## config.mk

```make
export PLATFORM = sky130hd
export DESIGN_NAME = seq_alu_param_flat
export DESIGN_NICKNAME = d
export VERILOG_FILES = /design/src/rtl/seq_alu_param_if.sv /design/src/rtl/seq_alu_param.sv /design/src/flat_wrapper.sv
export SDC_FILE = /design/constraint.sdc
export NUM_CORES = 1
export LEC_CHECK = 0
export CAP_MARGIN = 30
export CORE_MARGIN = 2
export CORE_UTILIZATION = 45
export CTS_BUF_LIST = sky130_fd_sc_hd__clkbuf_4 sky130_fd_sc_hd__clkbuf_8
export DETAILED_ROUTE_END_ITERATION = 10
export PLACE_DENSITY_LB_ADDON = 0.25
export SETUP_SLACK_MARGIN = 0.4
export SLEW_MARGIN = 20
export SYNTH_ARGS = -nofsm -noshare
export SYNTH_HDL_FRONTEND = slang
export SYNTH_SLANG_ARGS = --single-unit
```

## constraint.sdc

```tcl
create_clock -name Clock -period 3.73 [get_ports Clock]
set_input_delay 0.746 -clock Clock [delete_from_list [all_inputs] [get_ports Clock]]
set_output_delay 0.746 -clock Clock [all_outputs]
set_load 0.03 [all_outputs]
```

## src/rtl/seq_alu_param_if.sv

```systemverilog
// Bus between the control unit / register-file muxes and seq_alu_param.
// The control unit uses the master modport; the ALU uses the slave modport.
interface seq_alu_param_if #(
    parameter int WIDTH = 32
);
    logic             Start;
    logic [5:0]       FunSel;
    logic             WF;
    logic [WIDTH-1:0] A;
    logic [WIDTH-1:0] B;
    logic [WIDTH-1:0] ALUOut;
    logic [3:0]       FlagsOut;
    logic             Busy;
    logic             Done;

    modport master (
        output Start, FunSel, WF, A, B,
        input  ALUOut, FlagsOut, Busy, Done
    );

    modport slave (
        input  Start, FunSel, WF, A, B,
        output ALUOut, FlagsOut, Busy, Done
    );
endinterface

```

## src/rtl/seq_alu_param.sv

```systemverilog
// Registered ALU: 16 single-cycle ops plus iterative MUL/MULH; DIVU/REMU are
// built only when SEQ_ALU_DIV_EN is defined (otherwise ops 18/19 are reserved).
//
// state  | meaning
// S_IDLE | accepts Start; single-cycle and reserved ops complete here
// S_MUL  | shift-add multiply, one multiplier bit per cycle
// S_DIV  | restoring divide, one quotient bit per cycle (SEQ_ALU_DIV_EN only)
module seq_alu_param #(
    parameter int WIDTH = 32,
    parameter int CNT_W = $clog2(WIDTH) + 1
) (
    input logic           Clock,
    input logic           Reset,
    seq_alu_param_if.slave bus
);
    localparam int HW  = WIDTH / 2;
    localparam int MSB = WIDTH - 1;

    typedef enum logic [1:0] {
        S_IDLE = 2'd0,
        S_MUL  = 2'd1,
        S_DIV  = 2'd2
    } state_t;

    state_t           state_q, state_d;
    logic [CNT_W-1:0] cnt_q, cnt_d;
    logic [WIDTH-1:0] res_q, res_d;
    logic [WIDTH-1:0] opnd_q, opnd_d;
    logic [WIDTH-1:0] hi_q, hi_d;
    logic [WIDTH-1:0] lo_q, lo_d;
    logic [3:0]       flags_q, flags_d;
    logic             done_q, done_d;
    logic             wf_q, wf_d;
    logic             sel_q, sel_d;
`ifdef SEQ_ALU_DIV_EN
    logic             dz_q, dz_d;
`endif

    logic [4:0]       op;
    logic             narrow;
    logic             is_mul;
    logic             is_div;
    logic             last;
    logic [WIDTH-1:0] x_op, y_op, alu_r;
    logic [WIDTH:0]   sum;
    logic             alu_c, alu_o, set_c, set_o, cin;
    logic [WIDTH:0]   mul_sum;
    logic [WIDTH-1:0] mul_hi_n, mul_lo_n;
`ifdef SEQ_ALU_DIV_EN
    logic [WIDTH:0]   r_sh, r_sub;
    logic             q_bit;
    logic [WIDTH-1:0] div_hi_n, div_lo_n;
`endif

    assign op     = bus.FunSel[4:0];
    assign narrow = bus.FunSel[5];
    assign is_mul = (op == 5'd16) || (op == 5'd17);
`ifdef SEQ_ALU_DIV_EN
    assign is_div = (op == 5'd18) || (op == 5'd19);
`else
    assign is_div = 1'b0;
`endif
    assign last   = (cnt_q == CNT_W'(WIDTH - 1));
    assign cin    = flags_q[2];

    always_ff @(posedge Clock or negedge Reset) begin
        if (!Reset) begin
            state_q <= S_IDLE;
            cnt_q   <= '0;
            res_q   <= '0;
            opnd_q  <= '0;
            hi_q    <= '0;
            lo_q    <= '0;
            flags_q <= 4'b0000;
            done_q  <= 1'b0;
            wf_q    <= 1'b0;
            sel_q   <= 1'b0;
`ifdef SEQ_ALU_DIV_EN
            dz_q    <= 1'b0;
`endif
        end else begin
            state_q <= state_d;
            cnt_q   <= cnt_d;
            res_q   <= res_d;
            opnd_q  <= opnd_d;
            hi_q    <= hi_d;
            lo_q    <= lo_d;
            flags_q <= flags_d;
            done_q  <= done_d;
            wf_q    <= wf_d;
            sel_q   <= sel_d;
`ifdef SEQ_ALU_DIV_EN
            dz_q    <= dz_d;
`endif
        end
    end

    always_comb begin : next_state
        state_d = state_q;
        case (state_q)
            S_IDLE: begin
                if (bus.Start) begin
                    if (is_mul)      state_d = S_MUL;
                    else if (is_div) state_d = S_DIV;
                end
            end
            S_MUL, S_DIV: if (last) state_d = S_IDLE;
            default: state_d = S_IDLE;
        endcase
    end

    // Single-cycle ALU on the live bus operands (captured by the Start edge).
    always_comb begin : alu
        x_op  = narrow ? {{HW{bus.A[HW-1]}}, bus.A[HW-1:0]} : bus.A;
        y_op  = narrow ? {{HW{bus.B[HW-1]}}, bus.B[HW-1:0]} : bus.B;
        alu_r = '0;
        alu_c = 1'b0;
        alu_o = 1'b0;
        set_c = 1'b0;
        set_o = 1'b0;
        sum   = '0;
        case (op[3:0])
            4'd0:  alu_r = x_op;
            4'd1:  alu_r = y_op;
            4'd2:  alu_r = ~x_op;
            4'd3:  alu_r = ~y_op;
            4'd4, 4'd5: begin
                sum   = {1'b0, x_op} + {1'b0, y_op}
                        + {{WIDTH{1'b0}}, (op[3:0] == 4'd5) & cin};
                alu_r = sum[WIDTH-1:0];
                alu_c = sum[WIDTH];
                alu_o = (x_op[MSB] == y_op[MSB]) && (alu_r[MSB] != x_op[MSB]);
                set_c = 1'b1;
                set_o = 1'b1;
            end
            4'd6: begin
                // The extra top bit of the difference is the unsigned borrow.
                sum   = {1'b0, x_op} - {1'b0, y_op};
                alu_r = sum[WIDTH-1:0];
                alu_c = sum[WIDTH];
                alu_o = (x_op[MSB] != y_op[MSB]) && (alu_r[MSB] == y_op[MSB]);
                set_c = 1'b1;
                set_o = 1'b1;
            end
            4'd7:  alu_r = x_op & y_op;
            4'd8:  alu_r = x_op | y_op;
            4'd9:  alu_r = x_op ^ y_op;
            4'd10: alu_r = ~(x_op & y_op);
            4'd11: begin alu_r = {x_op[MSB-1:0], 1'b0};      alu_c = x_op[MSB]; set_c = 1'b1; end
            4'd12: begin alu_r = {1'b0, x_op[MSB:1]};        alu_c = x_op[0];   set_c = 1'b1; end
            4'd13: begin alu_r = {x_op[MSB], x_op[MSB:1]};   alu_c = x_op[0];   set_c = 1'b1; end
            4'd14: begin alu_r = {x_op[MSB-1:0], cin};       alu_c = x_op[MSB]; set_c = 1'b1; end
            default: begin alu_r = {cin, x_op[MSB:1]};       alu_c = x_op[0];   set_c = 1'b1; end
        endcase
    end

    // One iteration step; {hi,lo} is the product/remainder:quotient pair.
    always_comb begin : iter
        mul_sum  = {1'b0, hi_q} + (lo_q[0] ? {1'b0, opnd_q} : {(WIDTH+1){1'b0}});
        mul_hi_n = mul_sum[WIDTH:1];
        mul_lo_n = {mul_sum[0], lo_q[MSB:1]};
`ifdef SEQ_ALU_DIV_EN
        r_sh     = {hi_q, lo_q[MSB]};
        r_sub    = r_sh - {1'b0, opnd_q};
        q_bit    = ~r_sub[WIDTH];
        div_hi_n = q_bit ? r_sub[WIDTH-1:0] : r_sh[WIDTH-1:0];
        div_lo_n = {lo_q[MSB-1:0], q_bit};
`endif
    end

    always_comb begin : update
        cnt_d   = cnt_q;
        res_d   = res_q;
        opnd_d  = opnd_q;
        hi_d    = hi_q;
        lo_d    = lo_q;
        flags_d = flags_q;
        done_d  = 1'b0;
        wf_d    = wf_q;
        sel_d   = sel_q;
`ifdef SEQ_ALU_DIV_EN
        dz_d    = dz_q;
`endif
        case (state_q)
            S_IDLE: begin
                if (bus.Start) begin
                    wf_d  = bus.WF;
                    cnt_d = '0;
                    sel_d = op[0];
                    hi_d  = '0;
                    if (is_mul) begin
                        opnd_d = bus.A;
                        lo_d   = bus.B;
                    end else if (is_div) begin
                        opnd_d = bus.B;
                        lo_d   = bus.A;
`ifdef SEQ_ALU_DIV_EN
                        dz_d   = (bus.B == '0);
`endif
                    end else if (!op[4]) begin
                        done_d = 1'b1;
                        res_d  = alu_r;
                        if (bus.WF) begin
                            flags_d[3] = (alu_r == '0);
                            flags_d[1] = alu_r[MSB];
                            if (set_c) flags_d[2] = alu_c;
                            if (set_o) flags_d[0] = alu_o;
                        end
                    end else begin
                        done_d = 1'b1;
                        res_d  = '0;
                    end
                end
            end
            S_MUL: begin
                cnt_d = cnt_q + CNT_W'(1);
                hi_d  = mul_hi_n;
                lo_d  = mul_lo_n;
                if (last) begin
                    cnt_d  = '0;
                    done_d = 1'b1;
                    res_d  = sel_q ? mul_hi_n : mul_lo_n;
                    if (wf_q) begin
                        flags_d[3] = (res_d == '0);
                        flags_d[2] = (mul_hi_n != '0);
                        flags_d[1] = res_d[MSB];
                    end
                end
            end
`ifdef SEQ_ALU_DIV_EN
            S_DIV: begin
                cnt_d = cnt_q + CNT_W'(1);
                hi_d  = div_hi_n;
                lo_d  = div_lo_n;
                if (last) begin
                    cnt_d  = '0;
                    done_d = 1'b1;
                    res_d  = sel_q ? div_hi_n : div_lo_n;
                    if (wf_q) begin
                        flags_d[3] = (res_d == '0);
                        flags_d[2] = dz_q;
                        flags_d[1] = res_d[MSB];
                    end
                end
            end
`endif
            default: cnt_d = '0;
        endcase
    end

    always_comb begin : outputs
        bus.ALUOut   = res_q;
        bus.FlagsOut = flags_q;
        bus.Busy     = (state_q != S_IDLE);
        bus.Done     = done_q;
    end
endmodule

```

## src/flat_wrapper.sv

```systemverilog
// flat-port wrapper written by rule: the top's interface ports become plain ports
module seq_alu_param_flat 
#(
    parameter int WIDTH = 32,
    parameter int CNT_W = $clog2(WIDTH) + 1
)
  (Clock, Reset, bus_Start, bus_FunSel, bus_WF, bus_A, bus_B, bus_ALUOut, bus_FlagsOut, bus_Busy, bus_Done);
  seq_alu_param_if #(.WIDTH(WIDTH)) bus_i ();
  input logic Clock;
  input logic Reset;
  input wire logic [$bits(bus_i.Start)-1:0] bus_Start;
  input wire logic [$bits(bus_i.FunSel)-1:0] bus_FunSel;
  input wire logic [$bits(bus_i.WF)-1:0] bus_WF;
  input wire logic [$bits(bus_i.A)-1:0] bus_A;
  input wire logic [$bits(bus_i.B)-1:0] bus_B;
  output wire logic [$bits(bus_i.ALUOut)-1:0] bus_ALUOut;
  output wire logic [$bits(bus_i.FlagsOut)-1:0] bus_FlagsOut;
  output wire logic [$bits(bus_i.Busy)-1:0] bus_Busy;
  output wire logic [$bits(bus_i.Done)-1:0] bus_Done;
  assign bus_i.Start = bus_Start;
  assign bus_i.FunSel = bus_FunSel;
  assign bus_i.WF = bus_WF;
  assign bus_i.A = bus_A;
  assign bus_i.B = bus_B;
  assign bus_ALUOut = bus_i.ALUOut;
  assign bus_FlagsOut = bus_i.FlagsOut;
  assign bus_Busy = bus_i.Busy;
  assign bus_Done = bus_i.Done;
  seq_alu_param #(.WIDTH(WIDTH), .CNT_W(CNT_W)) u_core (.Clock(Clock), .Reset(Reset), .bus(bus_i));
endmodule
```

---- Word level (Yosys, flattened, before mapping) ----
Index checks and enable logic that the tools add are counted.
storage, ports and cells
  register bits after elaboration ......... 143
  output and inout bits ................... 38
  word-level logic and storage cells ...... 120
operators by class
  add/sub/neg operators ................... 5
  equal/unequal tests ..................... 32
  mux-type cells .......................... 38
  bitwise logic cells ..................... 9
  reduce and logical (&&, ||, !) cells .... 24
operator list
  cell                                                              count
  32-bit case mux with 14 select lines                              1
  32-bit 2-to-1 mux                                                 11
  32-bit case mux with 2 select lines                               3
  32-bit NOT                                                        3
  32-bit logical NOT                                                2
  32-bit by 32-bit adder with 33-bit output                         1
  32-bit by 33-bit adder with 33-bit output                         1
  33-bit by 1-bit adder with 33-bit output                          1
  32-bit by 32-bit subtractor with 33-bit output                    1
  32-bit AND                                                        1
  32-bit OR                                                         1
  32-bit nonzero test                                               1
  32-bit XOR                                                        1
  4-bit == test (second input constant)                             7
  4-bit by 3-bit == test with 1-bit output (second input constant)  4
  4-bit 2-to-1 mux                                                  4
  6-bit 2-to-1 mux                                                  2
  6-bit case mux with 2 select lines                                1
  5-bit == test (second input constant)                             2
  2-bit != test (second input constant)                             5
  3-bit AND reduction                                               3
  4-bit by 2-bit == test with 1-bit output (second input constant)  2
  2-bit by 1-bit != test with 1-bit output (second input constant)  4
  8-bit AND reduction                                               1
  other kinds (28)                                                  45

---- Depth between registers and ports, before layout ----
Gate-level depths: netlist of the first run.
  depth after elaboration ................. 12
  depth in mapped cells ................... 21

---- Worst setup path after synthesis of the first run ----
No wires, ideal clock.
  path type ............................... input to register
  start ................................... in bus_FunSel[1]
  end ..................................... reg u_core.flags_q[3], in the netlist u_core.bus.FlagsOut[3]
  library setup time ...................... 0.069 ns
  data arrival time ....................... 4.867 ns
  required time ........................... 3.661 ns
  setup slack ............................. -1.206 ns
  stages on the path ...................... 21
  buffers on the path ..................... 5
  cell sequence ........................... buf_2 clkbuf_1 buf_2 buf_2 buf_2 nor2_1 nand3_1 fa_1 fa_1 nor2b_1 o21a_1 nor2_1 xnor2_1 o211ai_1 or4b_1 or4_1 a2111oi_2 nand4_1 nor4_1 nand4_1 nand3_1
on the way
  word-level cells in the longest chain between the ends .. 10
  elaborated cells on any way between the ends .. 30
ends and longest elaborated chain
  what                                      RTL line                                    source
  start: declaration                        flat_wrapper.sv:12                          input wire logic [$bits(bus_i.FunSel)-1:0] bus_FunSel;
  4-bit by 3-bit == test with 1-bit output  seq_alu_param.sv:122, seq_alu_param.sv:129
  1-bit AND                                 seq_alu_param.sv:129                        + {{WIDTH{1'b0}}, (op[3:0] == 4'd5) & cin};
  33-bit by 1-bit adder with 33-bit output  seq_alu_param.sv:129
  32-bit case mux with 14 select lines      seq_alu_param.sv:122                        case (op[3:0])
  32-bit logical NOT                        seq_alu_param.sv:204                        flags_d[3] = (alu_r == '0);
  4-bit 2-to-1 mux                          seq_alu_param.sv:203                        if (bus.WF) begin
  4-bit 2-to-1 mux                          seq_alu_param.sv:200                        end else if (!op[4]) begin
  4-bit 2-to-1 mux                          seq_alu_param.sv:191                        if (is_mul) begin
  4-bit 2-to-1 mux                          seq_alu_param.sv:186                        if (bus.Start) begin
  3-bit case mux with 2 select lines        seq_alu_param.sv:184                        case (state_q)
  end signal: assignment                    seq_alu_param.sv:88                         flags_q <= flags_d;
  end: declaration                          seq_alu_param.sv:31                         logic [3:0] flags_q, flags_d;
Several ways; a longest one is shown, not always the timed one. The select of a mux whose other input is x is not followed.
A chain may end at the register's enable or synchronous reset.

---- Worst setup path after layout of the first run ----
  start ................................... reg u_core.opnd_q[0]
  end ..................................... reg u_core.flags_q[3], in the netlist u_core.bus.FlagsOut[3]
on the way
  word-level cells in the longest chain between the ends .. 7
ends and longest elaborated chain
  what                                       RTL line              source
  start: declaration                         seq_alu_param.sv:28   logic [WIDTH-1:0] opnd_q, opnd_d;
  start signal: assignment                   seq_alu_param.sv:85   opnd_q <= opnd_d;
  32-bit 2-to-1 mux                          seq_alu_param.sv:159  mul_sum = {1'b0, hi_q} + (lo_q[0] ? {1'b0, opnd_q} : {(WIDTH+1){1'b0}});
  32-bit by 33-bit adder with 33-bit output  seq_alu_param.sv:159
  32-bit 2-to-1 mux                          seq_alu_param.sv:222  res_d = sel_q ? mul_hi_n : mul_lo_n;
  32-bit logical NOT                         seq_alu_param.sv:224  flags_d[3] = (res_d == '0);
  3-bit 2-to-1 mux                           seq_alu_param.sv:223  if (wf_q) begin
  3-bit 2-to-1 mux                           seq_alu_param.sv:219  if (last) begin
  3-bit case mux with 2 select lines         seq_alu_param.sv:184
Every way passes these cells. The select of a mux whose other input is x is not followed.

==> results.sh, run 1 <==
export IMPL_status="finished, violations left"
export IMPL_violations="negative setup slack"
export IMPL_vias=22300
export IMPL_ir_drop_mv=0.269
export IMPL_p_comb_share_pct=62.7
export IMPL_synth_common_cells="217 x nand2_1, 205 x a21oi_1, 180 x nor2_1, 163 x o21ai_0, 142 x dfrtp_1"
export IMPL_wl_per_cell_um=26.3
export IMPL_power_total_mw=9.24
export IMPL_worstMarginPinSlew_ns=0.756
export IMPL_clock_path_buffers=2
export IMPL_setup_viol=12
export IMPL_initial_utilization_pct=45.5
export IMPL_root_buffer="clkbuf_8"
export IMPL_path_cells="and2_4, ha_4, fa_2, a21o_1, buf_4, a21oi_4, xnor2_2, mux2_2, nor4_4, nor4b_4, o2111ai_2, nor4_2, buf_4, nand4_1, or4_4, or4_4, nand3_2"
export IMPL_grt_max_degree=80
export IMPL_grt_pass1_wl_mm=130
export IMPL_maxCapViolations=0
export IMPL_clock_skew_ns=0.0192
export IMPL_synth_avg_cell_area_sq_um=7.61
export IMPL_cts_tree="yes"
export IMPL_p_per_area_nw_per_um2=348
export IMPL_insertion_delay_ns=0.45
export IMPL_synth_largest_area_cell="dfrtp_1"
export IMPL_h_tree_depth=4
export IMPL_syn_inst=2177
export IMPL_core_sq_um=36400
export IMPL_cts_sinks=142
export IMPL_syn_nets=2384
export IMPL_swShare_pct=43.7
export IMPL_die_y_um=196
export IMPL_nets=3157
export IMPL_globalplace_congestion=1.06
export IMPL_first_pass_iters=7
export IMPL_synth_warning_count=0
export IMPL_critical_path_top_delay_family="simple AND/OR/NAND/NOR gates"
export IMPL_rsz0062_at_grt="yes"
export IMPL_antenna_found_initial=1
export IMPL_drtAntennaViolNets=0
export IMPL_via_per_inst=6.51
export IMPL_async_reset_ff_share_pct=100
export IMPL_hold_violations=0
export IMPL_grt_usage_pct=44.5
export IMPL_synth_area_leaders="dfrtp_1 21%, ha_1 9.7%, a21oi_1 6.2%"
export IMPL_ys_seq_area_share_pct=21.4
export IMPL_wl_mm=90.4
export IMPL_drcViolationCount=0
export IMPL_synth_top_area_share_pct=21.4
export IMPL_synth_seq_cells=142
export IMPL_critPathMaxStageDelay_ns=0.44
export IMPL_slew_headroom_pct=49.6
export IMPL_pwr_share_seq_pct=23.2
export IMPL_crit_buf_inv=2
export IMPL_p_switching_mw=4.04
export IMPL_critPathCaptureType="flop"
export IMPL_grt_overflow=0
export IMPL_die_area_sq_um=38400
export IMPL_synth_edf_count=0
export IMPL_area_growth_pct=60.4
export IMPL_portBuffers=111
export IMPL_hpwl_mm=66.2
export IMPL_cp_max_fo=2
export IMPL_hp_class="primary input to asynchronous set/reset pin"
export IMPL_ios=112
export IMPL_finalMaxSlewViolations=0
export IMPL_fp_row_count=70
export IMPL_synthFlopType="dfrtp_1"
export IMPL_pre_cts_ws_ns=-1.83
export IMPL_antenna_cells=0
export IMPL_min_period_ns=4.40
export IMPL_synth_cell_types=94
export IMPL_cp_data_arrival_time_ns=4.79
export IMPL_cts_clk_slew_worst_paths_ns=0.09
export IMPL_p_leak_nw=12.2
export IMPL_cts_inserted_buffers=17
export IMPL_worstPathRequired_ns=4.12
export IMPL_power_frac_clock_pct=14.1
export IMPL_fp_dieW_um=196
export IMPL_critPathLaunchType="flop"
export IMPL_drive_gt1_share_pct=41.7
export IMPL_path_class="flop to flop"
export IMPL_synth_most_common_cell="nand2_1"
export IMPL_cpMaxStageDelayCell="or4_4"
export IMPL_drtIter0Drc=2793
export IMPL_grt_pass1_vias=21400
export IMPL_max_freq_mhz=227
export IMPL_power_internal_mw=5.20
export IMPL_fin_crit_sh_pct=118
export IMPL_fin_ws_ns=-0.671
export IMPL_syn_area_sq_um=16600
area by class of cell:
type / instances / area, sq um
clock buffers: 24 / 305
clock inverters: 8 / 106
fillers: 2758 / 9850
multi-input cells: 1775 / 14200
inverters: 103 / 399
well taps: 468 / 586
repair buffers: 911 / 7450
flip-flops and latches: 142 / 3560
placed cells by master (no fill, tap or decap), types with 17 or more instances in the layout:
| master | count |
|---|---|
| a21o_1 | 36 |
| a21oi_1 | 138 |
| a21oi_2 | 51 |
| a21oi_4 | 18 |
| a221oi_1 | 17 |
| a22o_1 | 44 |
| a22oi_1 | 30 |
| and2_1 | 36 |
| buf_4 | 728 |
| buf_6 | 62 |
| clkbuf_8 | 20 |
| clkdlybuf4s50_1 | 53 |
| dfrtp_1 | 140 |
| dlygate4sd2_1 | 37 |
| ha_1 | 88 |
| ha_4 | 33 |
| inv_1 | 77 |
| inv_2 | 22 |
| mux2_2 | 33 |
| mux2i_1 | 70 |
| nand2_1 | 209 |
| nand2b_1 | 20 |
| nand3_1 | 30 |
| nand4_1 | 18 |
| nor2_1 | 165 |
| nor3_1 | 32 |
| o211ai_1 | 26 |
| o21ai_0 | 131 |
| o21ai_1 | 19 |
| o21bai_1 | 20 |
| o22ai_1 | 29 |
| xnor2_1 | 37 |
final timing paths:
check                             startpoint                     end  slack [ns]  depth (start not counted)
max in group asynchronous              Reset   u_core.bus.ALUOut[22]        2.52                          2
min                                    Reset          u_core.hi_q[1]        0.30                          1
min reg2reg                u_core.opnd_q[13]       u_core.opnd_q[13]        0.49                          2
max                         u_core.opnd_q[0]  u_core.bus.FlagsOut[3]       -0.67                         17
min in group Clock         u_core.opnd_q[13]       u_core.opnd_q[13]        0.49                          2
max reg2reg                 u_core.opnd_q[0]  u_core.bus.FlagsOut[3]       -0.67                         17
timing repair:
item | CTS | global route
gates resized for setup | 408 | 152
pin swaps | 124 | 93
setup buffers | 56 | 25
hold buffers | 0 | 0
endpoints found under the setup margin | 38 | 39
gates cloned | 2 | 0
metrics by stage:
| stage | area, sq um | cells | util, % | setup TNS [ns] | hold WS, ns |
|---|---|---|---|---|---|
| final | 26600 | 3431 | 73.0 | -2.50 | 0.296 |
| after global placement | 23300 | 3316 | 63.8 | -22.78 | 0.456 |
| after CTS | 25700 | 3406 | 70.6 | -1.03 | 0.345 |
| after detailed placement | 23300 | 3316 | 63.8 | -25.34 | 0.466 |
| after global routing | 26600 | 3431 | 73.0 | -3.48 | 0.354 |
| after floorplan | 16800 | 2177 | - | -5.57 | 0.442 |
state kept, by name, summed over array words and instances, names as in the netlist:
register             count
u_core.bus.Done          1
u_core.lo_q             32
u_core.bus.ALUOut       32
u_core.bus.FlagsOut      4
u_core.sel_q             1
u_core.state_q           1
u_core.cnt_q             6
u_core.wf_q              1
u_core.opnd_q           32
u_core.hi_q             32
cells by family (layout without fill, tap and decap cells):
logic type / Yosys count / count (layout) / share of synthesized area [%]
muxes: 113 / 113 / 7.30
and+or+nand+nor: 659 / 659 / 18.8
AOI/OAI and AO/OA: 806 / 806 / 32.7
buffers and inverters: 260 / 1046 / 6.19
DFF: 142 / 142 / 21.4
xor gates and xnor gates: 64 / 64 / 3.38
adders and majority gates: 133 / 133 / 10.2
metal layers:
metal / share of wire [%] / wire length [um] / vias to the layer above / global-route usage (%)
li1: - / - / 9613 / -
met5: 0 / 0 / - / 0
met1: 39 / 35300 / 10800 / 59.8
met4: 5.4 / 4870 / 0 / 19.3
met2: 44 / 39800 / 1582 / 70.3
met3: 11 / 10400 / 345 / 7.72
worst register-to-register path, cell delays in order (launching register included):
cell       delay [ns]
dfrtp_1          0.41
and2_4           0.17
ha_4             0.16
fa_2             0.36
a21o_1           0.24
buf_4            0.17
a21oi_4          0.27
xnor2_2          0.15
mux2_2           0.33
nor4_4           0.27
nor4b_4          0.24
o2111ai_2        0.17
nor4_2           0.16
buf_4            0.17
nand4_1          0.10
or4_4            0.43
or4_4            0.44
nand3_2          0.09
power groups by stage:
stage	clock network (mW)	registers [mW]	logic, mW
floorplan	0	2.25	2.19
global placement	0	2.12	4.67
detailed placement	0	2.13	4.75
CTS	1.30	2.11	5.28
global route	1.36	2.16	6.06
finish	1.30	2.14	5.80
No activity file was read; power rests on OpenSTA's default activity.
==> inputs of run 2 (changes only) <==
CTS_CLUSTER_SIZE = 14   (was default)
==> results of run 2 <==
Final layout, timing and power as in run 1 (identical DEF).
